File: config.mk
export PLATFORM = sky130hd
export DESIGN_NAME = store_buffer_flat
export DESIGN_NICKNAME = d
export VERILOG_FILES = /design/src/rtl/store_buffer_pkg.sv /design/src/rtl/store_buffer_if.sv /design/src/rtl/store_buffer_chk.sv /design/src/rtl/store_buffer_fwd.sv /design/src/rtl/store_buffer.sv /design/src/flat_wrapper.sv
export SDC_FILE = /design/constraint.sdc
export NUM_CORES = 2
export LEC_CHECK = 0
export BUFFER_PORTS_ARGS = -buffer_cell sky130_fd_sc_hd__buf_4
export CAP_MARGIN = 20
export CORE_MARGIN = 5
export CORE_UTILIZATION = 40
export DETAILED_ROUTE_END_ITERATION = 8
export PLACE_DENSITY = 0.55
export SYNTH_ARGS = -nofsm -noshare
export SYNTH_HDL_FRONTEND = slang
export SYNTH_SLANG_ARGS = --single-unit
File: constraint.sdc
create_clock -name clock -period 9 [get_ports clock]
set_clock_uncertainty 0.1 [all_clocks]
set_input_delay 1.35 -clock clock [delete_from_list [all_inputs] [get_ports clock]]
set_output_delay 1.35 -clock clock [all_outputs]
set_load 0.02 [all_outputs]
File: src/rtl/store_buffer_pkg.sv
// Shared definitions for the store buffer: default sizing, the per-entry
// record and the dword address compare used by forwarding.
package store_buffer_pkg;

  localparam int unsigned CFG_XLEN     = 32;
  localparam int unsigned CFG_SB_DEPTH = 8;

  // One buffered committed store.
  typedef struct packed {
    logic                valid;
    logic [CFG_XLEN-1:0] addr;
    logic [63:0]         data;
  } store_buffer_entry_t;

  // Two addresses fall in the same dword when everything above bit 2 agrees.
  function automatic logic dword_match(input logic [CFG_XLEN-1:0] a,
                                       input logic [CFG_XLEN-1:0] b);
    return (a[CFG_XLEN-1:3] == b[CFG_XLEN-1:3]);
  endfunction

endpackage

File: src/rtl/store_buffer_if.sv
// Store buffer to dcache write request channel (valid/ready handshake).
interface store_buffer_if #(
  parameter int unsigned XLEN = 32
);

  logic            dcache_req_valid;
  logic [XLEN-1:0] dcache_req_addr;
  logic [63:0]     dcache_req_data;
  logic            dcache_req_ready;

  modport master (
    output dcache_req_valid,
    output dcache_req_addr,
    output dcache_req_data,
    input  dcache_req_ready
  );

  modport slave (
    input  dcache_req_valid,
    input  dcache_req_addr,
    input  dcache_req_data,
    output dcache_req_ready
  );

endinterface

File: src/rtl/store_buffer_chk.sv
// Protocol checker for the store buffer: flags stores dropped while full
// and a request valid that disagrees with the empty flag.
module store_buffer_chk (
  input logic clock,
  input logic reset,
  input logic store_en,
  input logic sb_full,
  input logic sb_empty,
  input logic req_valid
);

  int unsigned drop_cnt_r;

  // Count stores the retire stage raised while the buffer was full.
  always_ff @(posedge clock or negedge reset) begin
    if (!reset) begin
      drop_cnt_r <= 32'd0;
    end else if (store_en && sb_full) begin
      drop_cnt_r <= drop_cnt_r + 32'd1;
    end
  end

  // Immediate checks sampled on every active clock edge out of reset.
  always @(posedge clock) begin
    if (reset) begin
      assert (!(store_en && sb_full))
        else $warning("store_buffer_chk: store_en while sb_full, store dropped");
      assert (req_valid == !sb_empty)
        else $error("store_buffer_chk: dcache_req_valid disagrees with sb_empty");
    end
  end

endmodule

File: src/rtl/store_buffer_fwd.sv
// Store-to-load forwarding select: the incoming store wins, otherwise the
// youngest valid buffered entry in the same dword as the lookup address.
module store_buffer_fwd
  import store_buffer_pkg::*;
#(
  parameter int unsigned SB_DEPTH = CFG_SB_DEPTH,
  parameter int unsigned XLEN     = CFG_XLEN
) (
  input  store_buffer_entry_t            entries [SB_DEPTH],
  input  logic [$clog2(SB_DEPTH)-1:0]    head,
  input  logic [$clog2(SB_DEPTH)-1:0]    tail,
  input  logic                           in_valid,
  input  logic [XLEN-1:0]                in_addr,
  input  logic [63:0]                    in_data,
  input  logic [XLEN-1:0]                lookup_addr,
  output logic                           hit,
  output logic [63:0]                    data
);

  localparam int unsigned PTR_W = $clog2(SB_DEPTH);

  logic [PTR_W-1:0] idx_s;
  logic             done_s;

  // Scan from the youngest slot (tail-1) back to head; first match wins.
  always_comb begin
    hit    = 1'b0;
    data   = 64'd0;
    done_s = 1'b0;
    idx_s  = tail;
    if (in_valid && dword_match(in_addr, lookup_addr)) begin
      hit  = 1'b1;
      data = in_data;
    end else begin
      for (int i = 0; i < SB_DEPTH; i++) begin
        idx_s = tail - PTR_W'(1) - PTR_W'(i);
        if (!hit && !done_s && entries[idx_s].valid &&
            dword_match(entries[idx_s].addr, lookup_addr)) begin
          hit  = 1'b1;
          data = entries[idx_s].data;
        end else begin
          data = data;
        end
        if (idx_s == head) begin
          done_s = 1'b1;
        end else begin
          done_s = done_s;
        end
      end
    end
  end

endmodule

File: src/rtl/store_buffer.sv
// Committed-store buffer: circular FIFO of dword stores drained in order to
// the dcache, with youngest-match forwarding to loads.
module store_buffer
  import store_buffer_pkg::*;
#(
  parameter int unsigned SB_DEPTH = CFG_SB_DEPTH,
  parameter int unsigned XLEN     = CFG_XLEN
) (
  input  logic                 clock,
  input  logic                 reset,
  input  logic                 store_en,
  input  logic [XLEN-1:0]      store_addr,
  input  logic [63:0]          store_data,
  output logic                 sb_full,
  output logic                 sb_empty,
  store_buffer_if.master       dcache,
  input  logic [XLEN-1:0]      fwd_addr,
  output logic                 fwd_hit,
  output logic [63:0]          fwd_data,
  output logic [31:0]          stores_issued
);

  localparam int unsigned PTR_W = $clog2(SB_DEPTH);
  localparam int unsigned CNT_W = $clog2(SB_DEPTH + 1);

  store_buffer_entry_t entries_r [SB_DEPTH];
  logic [PTR_W-1:0]    head_r;
  logic [PTR_W-1:0]    tail_r;
  logic [CNT_W-1:0]    count_r;
  logic [CNT_W-1:0]    count_next_s;
  logic                full_r;
  logic                empty_r;
  logic [31:0]         issued_r;
  logic                enq_s;
  logic                deq_s;
  logic [XLEN-1:0]     store_addr_dw_s;

  // Full is taken from the registered count, so a same-cycle dequeue never
  // opens a slot for an enqueue.
  assign enq_s           = store_en && !full_r;
  assign deq_s           = !empty_r && dcache.dcache_req_ready;
  assign store_addr_dw_s = {store_addr[XLEN-1:3], 3'b000};

  // Next occupancy from the enqueue/dequeue pair.
  always_comb begin
    count_next_s = count_r;
    if (enq_s && !deq_s) begin
      count_next_s = count_r + CNT_W'(1);
    end else if (!enq_s && deq_s) begin
      count_next_s = count_r - CNT_W'(1);
    end else begin
      count_next_s = count_r;
    end
  end

  // Pointers, occupancy, status flags and the issued-store counter.
  always_ff @(posedge clock or negedge reset) begin
    if (!reset) begin
      head_r   <= '0;
      tail_r   <= '0;
      count_r  <= '0;
      full_r   <= 1'b0;
      empty_r  <= 1'b1;
      issued_r <= 32'd0;
    end else begin
      count_r <= count_next_s;
      full_r  <= (count_next_s == CNT_W'(SB_DEPTH));
      empty_r <= (count_next_s == CNT_W'(0));
      if (enq_s) begin
        tail_r <= tail_r + PTR_W'(1);
      end
      if (deq_s) begin
        head_r   <= head_r + PTR_W'(1);
        issued_r <= issued_r + 32'd1;
      end
    end
  end

  // Entry storage: write at tail on enqueue, retire head on dequeue.
  always_ff @(posedge clock or negedge reset) begin
    if (!reset) begin
      for (int i = 0; i < SB_DEPTH; i++) begin
        entries_r[i] <= '0;
      end
    end else begin
      if (enq_s) begin
        entries_r[tail_r] <= '{valid: 1'b1, addr: store_addr_dw_s, data: store_data};
      end
      if (deq_s) begin
        entries_r[head_r].valid <= 1'b0;
      end
    end
  end

  // The request is read straight out of head storage; head only moves on a
  // handshake, so the fields hold while the dcache stalls.
  assign dcache.dcache_req_valid = !empty_r;
  assign dcache.dcache_req_addr  = entries_r[head_r].addr;
  assign dcache.dcache_req_data  = entries_r[head_r].data;
  assign sb_full                 = full_r;
  assign sb_empty                = empty_r;
  assign stores_issued           = issued_r;

  store_buffer_fwd #(
    .SB_DEPTH (SB_DEPTH),
    .XLEN     (XLEN)
  ) u_fwd (
    .entries     (entries_r),
    .head        (head_r),
    .tail        (tail_r),
    .in_valid    (enq_s),
    .in_addr     (store_addr_dw_s),
    .in_data     (store_data),
    .lookup_addr (fwd_addr),
    .hit         (fwd_hit),
    .data        (fwd_data)
  );

  store_buffer_chk u_chk (
    .clock     (clock),
    .reset     (reset),
    .store_en  (store_en),
    .sb_full   (full_r),
    .sb_empty  (empty_r),
    .req_valid (!empty_r)
  );

endmodule

File: src/flat_wrapper.sv
// flat-port wrapper written by rule: the top's interface ports become plain ports
module store_buffer_flat import store_buffer_pkg::*;
#(
  parameter int unsigned SB_DEPTH = CFG_SB_DEPTH,
  parameter int unsigned XLEN     = CFG_XLEN
)
  (clock, reset, store_en, store_addr, store_data, sb_full, sb_empty, fwd_addr, fwd_hit, fwd_data, stores_issued, dcache_dcache_req_valid, dcache_dcache_req_addr, dcache_dcache_req_data, dcache_dcache_req_ready);
  store_buffer_if #(.XLEN(XLEN)) dcache_i ();
  input  logic clock;
  input  logic reset;
  input  logic store_en;
  input  logic [XLEN-1:0] store_addr;
  input  logic [63:0] store_data;
  output logic sb_full;
  output logic sb_empty;
  input  logic [XLEN-1:0] fwd_addr;
  output logic fwd_hit;
  output logic [63:0] fwd_data;
  output logic [31:0] stores_issued;
  output wire logic [$bits(dcache_i.dcache_req_valid)-1:0] dcache_dcache_req_valid;
  output wire logic [$bits(dcache_i.dcache_req_addr)-1:0] dcache_dcache_req_addr;
  output wire logic [$bits(dcache_i.dcache_req_data)-1:0] dcache_dcache_req_data;
  input wire logic [$bits(dcache_i.dcache_req_ready)-1:0] dcache_dcache_req_ready;
  assign dcache_dcache_req_valid = dcache_i.dcache_req_valid;
  assign dcache_dcache_req_addr = dcache_i.dcache_req_addr;
  assign dcache_dcache_req_data = dcache_i.dcache_req_data;
  assign dcache_i.dcache_req_ready = dcache_dcache_req_ready;
  store_buffer #(.SB_DEPTH(SB_DEPTH), .XLEN(XLEN)) u_core (.clock(clock), .reset(reset), .store_en(store_en), .store_addr(store_addr), .store_data(store_data), .sb_full(sb_full), .sb_empty(sb_empty), .dcache(dcache_i), .fwd_addr(fwd_addr), .fwd_hit(fwd_hit), .fwd_data(fwd_data), .stores_issued(stores_issued));
endmodule
# [Word level (Yosys, flattened, before mapping)]
# Index checks and enable logic that the tools add are counted.
[classes] muxes=76 order_cmp=12 bitwise_logic=10 eq_ne=17 addsub=13 reduce_logical=48
[op_table] op="binary-select mux 97 bit (select 3 bit)" count=9
[op_table] op="two-way mux 97 bit" count=18
[op_table] op="bitwise mux 776 bit" count=2
[op_table] op="two-way mux 776 bit" count=2
[op_table] op="demux 97 bit (select 3 bit)" count=2
[op_table] op="two-way mux 64 bit" count=9
[op_table] op="equality test 29 bit" count=9
[op_table] op="two-way mux 96 bit" count=2
[op_table] op="greater-or-equal comparator 4 bit, second input constant" count=10
[op_table] op="inverter 3 -> 4 bit" count=10
[op_table] op="adder 32 x 1 -> 32 bit, second input constant" count=1
[op_table] op="two-way mux 1 bit" count=30
[op_table] op="logical AND 1 bit" count=29
[op_table] op="equality test 3 bit" count=7
[op_table] op="zero test 1 bit" count=18
[op_table] op="subtractor 3 bit, second input constant" count=4
[op_table] op="< comparator 4 x 1 -> 1 bit, second input constant" count=2
[op_table] op="two-way mux 4 bit" count=2
[op_table] op="adder 3 x 1 -> 3 bit, second input constant" count=2
[op_table] op="subtractor 3 x 1 -> 3 bit, second input constant" count=2
[op_table] op="subtractor 3 x 2 -> 3 bit, second input constant" count=2
[op_table] op="adder 4 x 1 -> 4 bit, second input constant" count=1
[op_table] op="equality test 4 bit, second input constant" count=1
[op_table] op="zero test 4 bit" count=1
[op_table] op="subtractor 4 x 1 -> 4 bit, second input constant" count=1
[totals] elab_cells=206 ff_bits=820 output_inout_bits=196 input_bits=132

# [Logic depth before layout (Yosys ltp)]
[logic_depth] ltp_word=51 depth_mapped=34 mapped_depth_nobuf=13

# [Modules after synthesis]
# From an unflattened synthesis, not the netlist that was laid out.
[unflattened] hier_cells=6824 hier_area_um2=73143.9
[by_module_without_submodules] mod="store_buffer" area_each_um2=36636.4 cells_per_inst=2399 seq_area_each_um2=20520.9 n_inst=1
[by_module_without_submodules] mod="store_buffer_fwd" area_each_um2=36507.5 cells_per_inst=4425 seq_area_each_um2=0.0 n_inst=1

# [Least setup slack after synthesis]
# OpenSTA, ideal clock, no wires.
[synth_path] path_type="flip-flop to output port" from="reg u_core.tail_r[0]" to="out fwd_data[10]" arrival_time_ps=6409 path_buffers=19 stages_incl_launch_ff=32 slack_ps=1141 required_time_ps=7550 cell_sequence="dfrtp_1 -> buf_6 -> buf_6 -> buf_6 -> buf_4 -> inv_2 -> buf_2 -> buf_2 -> buf_2 -> buf_2 -> buf_2 -> buf_4 -> clkbuf_1 -> ha_1 -> buf_4 -> buf_2 -> buf_2 -> buf_2 -> buf_2 -> mux4_2 -> a221o_1 -> o32ai_1 -> o21ai_1 -> nor4_2 -> nor2_1 -> and2_1 -> buf_6 -> nor2b_4 -> buf_6 -> buf_6 -> o311ai_1 -> a22o_1"
[synth_via] elab_chain_cells=51 elab_cells_between_ends=128 classes_between="add/sub (8); eq/ne (15); mux (61); bitwise (8); reduce/logical (36)"
[synth_rtl] item="start, declared" line="store_buffer.sv:28" source="logic [PTR_W-1:0] tail_r;"
[synth_rtl] item="start signal, assigned" line="store_buffer.sv:70" source="tail_r <= tail_r + PTR_W'(1);"
[synth_rtl] item="subtractor 3 x 1 -> 3 bit (*)" line="store_buffer_fwd.sv:36" source="idx_s = tail - PTR_W'(1) - PTR_W'(i);"
[synth_rtl] item="inverter 3 -> 4 bit (implied by the code)" line="store_buffer_fwd.sv:37, store_buffer_fwd.sv:38, store_buffer_fwd.sv:40"
[synth_rtl] item="binary-select mux 97 bit (select 3 bit)" line="store_buffer_fwd.sv:37, store_buffer_fwd.sv:38, store_buffer_fwd.sv:40"
[synth_rtl] item="two-way mux 97 bit (implied by the code) (2 in a row)" line="store_buffer_fwd.sv:40" source="data = entries[idx_s].data;"
[synth_rtl] item="equality test 29 bit" line="store_buffer_pkg.sv:18" source="return (a[CFG_XLEN-1:3] == b[CFG_XLEN-1:3]);"
[synth_rtl] item="logical AND 1 bit" line="store_buffer_fwd.sv:37" source="if (!hit && !done_s && entries[idx_s].valid &&"
[synth_rtl] item="two-way mux 1 bit" line="store_buffer_fwd.sv:37"
[synth_rtl] item="two-way mux 1 bit" line="store_buffer_fwd.sv:31" source="if (in_valid && dword_match(in_addr, lookup_addr)) begin"
[synth_rtl] item="[... 30 more ...]"
[synth_rtl] item="zero test 1 bit" line="store_buffer_fwd.sv:37"
[synth_rtl] item="logical AND 1 bit (3 in a row)" line="store_buffer_fwd.sv:37"
[synth_rtl] item="two-way mux 1 bit" line="store_buffer_fwd.sv:37"
[synth_rtl] item="two-way mux 1 bit" line="store_buffer_fwd.sv:31"
[synth_rtl] item="zero test 1 bit" line="store_buffer_fwd.sv:37"
[synth_rtl] item="logical AND 1 bit (3 in a row)" line="store_buffer_fwd.sv:37"
[synth_rtl] item="two-way mux 64 bit (*)" line="store_buffer_fwd.sv:37"
[synth_rtl] item="two-way mux 64 bit (*)" line="store_buffer_fwd.sv:31"
[synth_rtl] item="end, declared" line="flat_wrapper.sv:18" source="output logic [63:0] fwd_data;"
# Every way passes the cells marked *; elsewhere a longest branch is shown, timed or not. The select of a mux whose other input is x is not followed.

# [Final worst setup path]
[layout_path] from="reg u_core.tail_r[1]" to="out fwd_data[24]"
# The elaborated chain is that of the path after synthesis.

==> impl_metrics.py <==
metrics = {
    "critical_path": {
        "critPathMaxStageDelay_ns": 0.77,
        "reg2reg_slack_ns": 4.66,
        "crit_chain": "clkinv_1, ha_4, buf_12, buf_12, mux4_2, mux2i_1, xor2_1, nand4_1, a311o_1, or4_4, and2b_4, nor2b_4, buf_4, o311ai_1, a22o_1, buf_4",
        "slowest_stage": "or4_4",
        "arrival_ns": 7.43,
        "required_ns": 7.55,
        "rr_worst_depth": 6,
        "worst_path_dominant_cell_family": "simple AND/OR/NAND/NOR gates",
        "r2r_start": "u_core.tail_r[0]",
        "crit_buf_inv": 5,
        "startpoint_type": "flop",
        "critPathKind": "flop to output port",
        "end_kind": "output port",
        "cp_max_fo": 44,
    },
    "global_routing": {
        "grt-ovfl-total": 0,
        "grt_max_degree": 181,
        "met3_usage": 0.04962,
        "grt.total_usage": 0.2740,
        "grt_first_pass_wirelength_um": 387500,
        "use_met2": 0.4318,
        "grt_use_met1": 0.3689,
        "antenna_found_initial": 23,
        "top_usage_layer": "met2",
        "grt_pass1_vias": 57130,
    },
    "sta": {
        "setup_viol": 0,
        "worst_pin_slew_ns": 1.144,
        "fmax_mhz": 112.6,
        "finalCriticalPeriod_ns": 8.880,
        "fin_setup_tns_ns": 0,
        "slew_headroom": 0.2376,
        "min_period_over_period": 0.9867,
        "drv_slew": 0,
        "hold_viol": 0,
        "rsz0062_at_grt": "false",
        "timing.hold.ws_ns": 0.3756,
    },
    "placement": {
        "dp.final_hpwl_um": 162300,
        "place_congestion": 1.013,
        "dp.cells": 8977,
        "portBuffers": 321,
    },
    "cells_and_area": {
        "num-nets-final": 6901,
        "regArea_mm2": 0.02054,
        "area_growth_pct": 10.60,
        "final_cells": 9191,
        "drive_gt1_frac": 0.3068,
        "fillerInstances": 16430,
        "multi_input_area_mm2": 0.04660,
    },
    "drt": {
        "first_pass_iters": 6,
        "wl_um": 262400,
        "ant_nets": 0,
        "drtIter0Drc": 6049,
        "routedWlPerCell_um": 28.55,
        "via_count": 59140,
        "avgViaCountPerCell": 6.434,
        "drc_errors": 0,
    },
    "synth": {
        "synth_area_mm2": 0.07023,
        "syn_avg_cell_area_um2": 10.17,
        "yosys_most_used_dff": "dfrtp_1",
        "ys_seq_area_frac": 0.2922,
        "yosys-top-cells-count": "mux2_2, nand2_1, dfrtp_1",
        "synth_fp_nets": 7045,
        "synth_top_area_cell": "dfrtp_1",
        "synth-edff-count": 0,
        "ys_warn_count": 0,
        "synth_cell_type_count": 75,
        "netlist_instances": 6906,
        "yosys_register_bits": 820,
        "ys_async_sr_fraction": 1.000,
        "yosys.area.top_type_share": 0.2918,
        "synth.most_common_cell": "mux2_2",
        "ys_top_cells_by_area": "dfrtp_1, mux4_2, mux2_2",
    },
    "cts": {
        "htree_levels": 3,
        "cts_tree": "done",
        "clkSinkCount": 820,
        "cts-root-buf": "clkbuf_16",
        "clock_path_buffers": 3,
        "cts_buffers": 101,
        "clk_pin_slew_worst_paths_ns": 0.06,
        "holdBufCountCts": 0,
        "clk_latency_ns": 0.78,
    },
    "die": {
        "rows": 153,
        "die-area_mm2": 0.1841,
        "start_util": 0.4032,
        "ioPinCount": 328,
        "fp.dieW_um": 429.0,
        "die_h_um": 429.0,
        "core-area_mm2": 0.1742,
    },
    "min_path": {
        "hold_start": "u_core.stores_issued[31]",
        "min_path_type": "flop to flop",
        "min_path_cells": 1,
        "min_to": "u_core.stores_issued[31]",
    },
    "outcome": {
        "status": "complete, no violations",
    },
    "run": {
        "drv_cap": 0,
    },
}
-- layout make-up --
| class | count | area share |
|---|---|---|
| Antenna cell | 21 | 0.0006765 |
| Clock buffer | 141 | 0.03718 |
| Clock inverter | 45 | 0.009439 |
| Inverter | 28 | 0.001482 |
| Multi-Input combinational cell | 5350 | 0.6000 |
| Sequential cell | 820 | 0.2644 |
| Tap cell | 2325 | 0.03745 |
| Timing Repair Buffer | 461 | 0.04939 |
-- through the flow --
step,setup slack (ns),cell area (um2),util
after CTS,0.01218,77510,0.4449
after detailed placement,0.5989,73860,0.4240
after floorplan,1.141,70230,-
after global routing,0.001341,77650,0.4458
final,0.1196,77680,0.4459
after global placement,0.6824,73860,0.4240
-- worst max path at each step --
stage | cells after the start | start | end
floorplan | 31 | u_core.tail_r[0] | fwd_data[10]
CTS | 16 | u_core.tail_r[1] | fwd_data[24]
global placement | 16 | u_core.tail_r[1] | fwd_data[44]
detailed placement | 16 | u_core.tail_r[1] | fwd_data[34]
finish | 16 | u_core.tail_r[1] | fwd_data[24]
global route | 16 | u_core.tail_r[1] | fwd_data[0]
-- logic make-up (layout without fill, tap and decap cells) --
family | Yosys count | in the layout | synth area share
AOI/OAI and AO/OA | 1516 | 1516 | 0.1388
muxes | 2019 | 2019 | 0.3896
buffers and inverters | 739 | 675 | 0.04753
and+or+nand+nor | 1509 | 1512 | 0.09278
xor gates and xnor gates | 296 | 296 | 0.03782
other | 0 | 21 | 0
adders and majority gates | 7 | 7 | 0.001247
DFF | 820 | 820 | 0.2922
-- placed cells by master (no fill, tap or decap), types with 8 or more instances in the layout --
cell        synthesis  final
clkinvlp_4          0      9
bufinv_16           0     13
o21ai_0           463    463
xnor2_1           223    221
nor2_1            232    232
a22oi_1           133    133
nor2b_1            83     82
mux2_2            947    947
diode_2             0     21
clkinv_2            0     12
o211ai_1          135    135
buf_12              0     27
clkbuf_8            0     21
nand2b_1           12     12
a211oi_1          194    194
clkbuf_16           0    101
a221o_1            66     66
dfrtp_1           819    814
nor4_2              6      8
o311ai_1           64     64
a31oi_1            11     11
nor4_1             46     40
and2_1             24     23
and3_1             13     12
nand4_1            42     42
a21oi_1           333    333
xor2_1             68     68
nor3_1             78     75
clkbuf_1          339     19
a22o_1             67     67
mux4_2            477    477
buf_4              29    427
inv_1              22     21
nand2_1           924    922
nand3_1            21     21
mux2i_1           595    595
-- metal layers --
metal / share of wire / vias up
met5: 0.000099 / -
met4: 0.047 / 4
met3: 0.078 / 595
met2: 0.46 / 2666
met1: 0.42 / 30030
li1: - / 25840
-- timing repair --
item,CTS,global route
setup endpoints to repair,63,64
pin swaps,1,2
gates resized for setup,4,13
gates cloned,1,2
buffers inserted,0,4
Power is left out: the tool's default activity adds up to more than one toggle a clock period on the data nets, which glitch-free logic cannot reach.
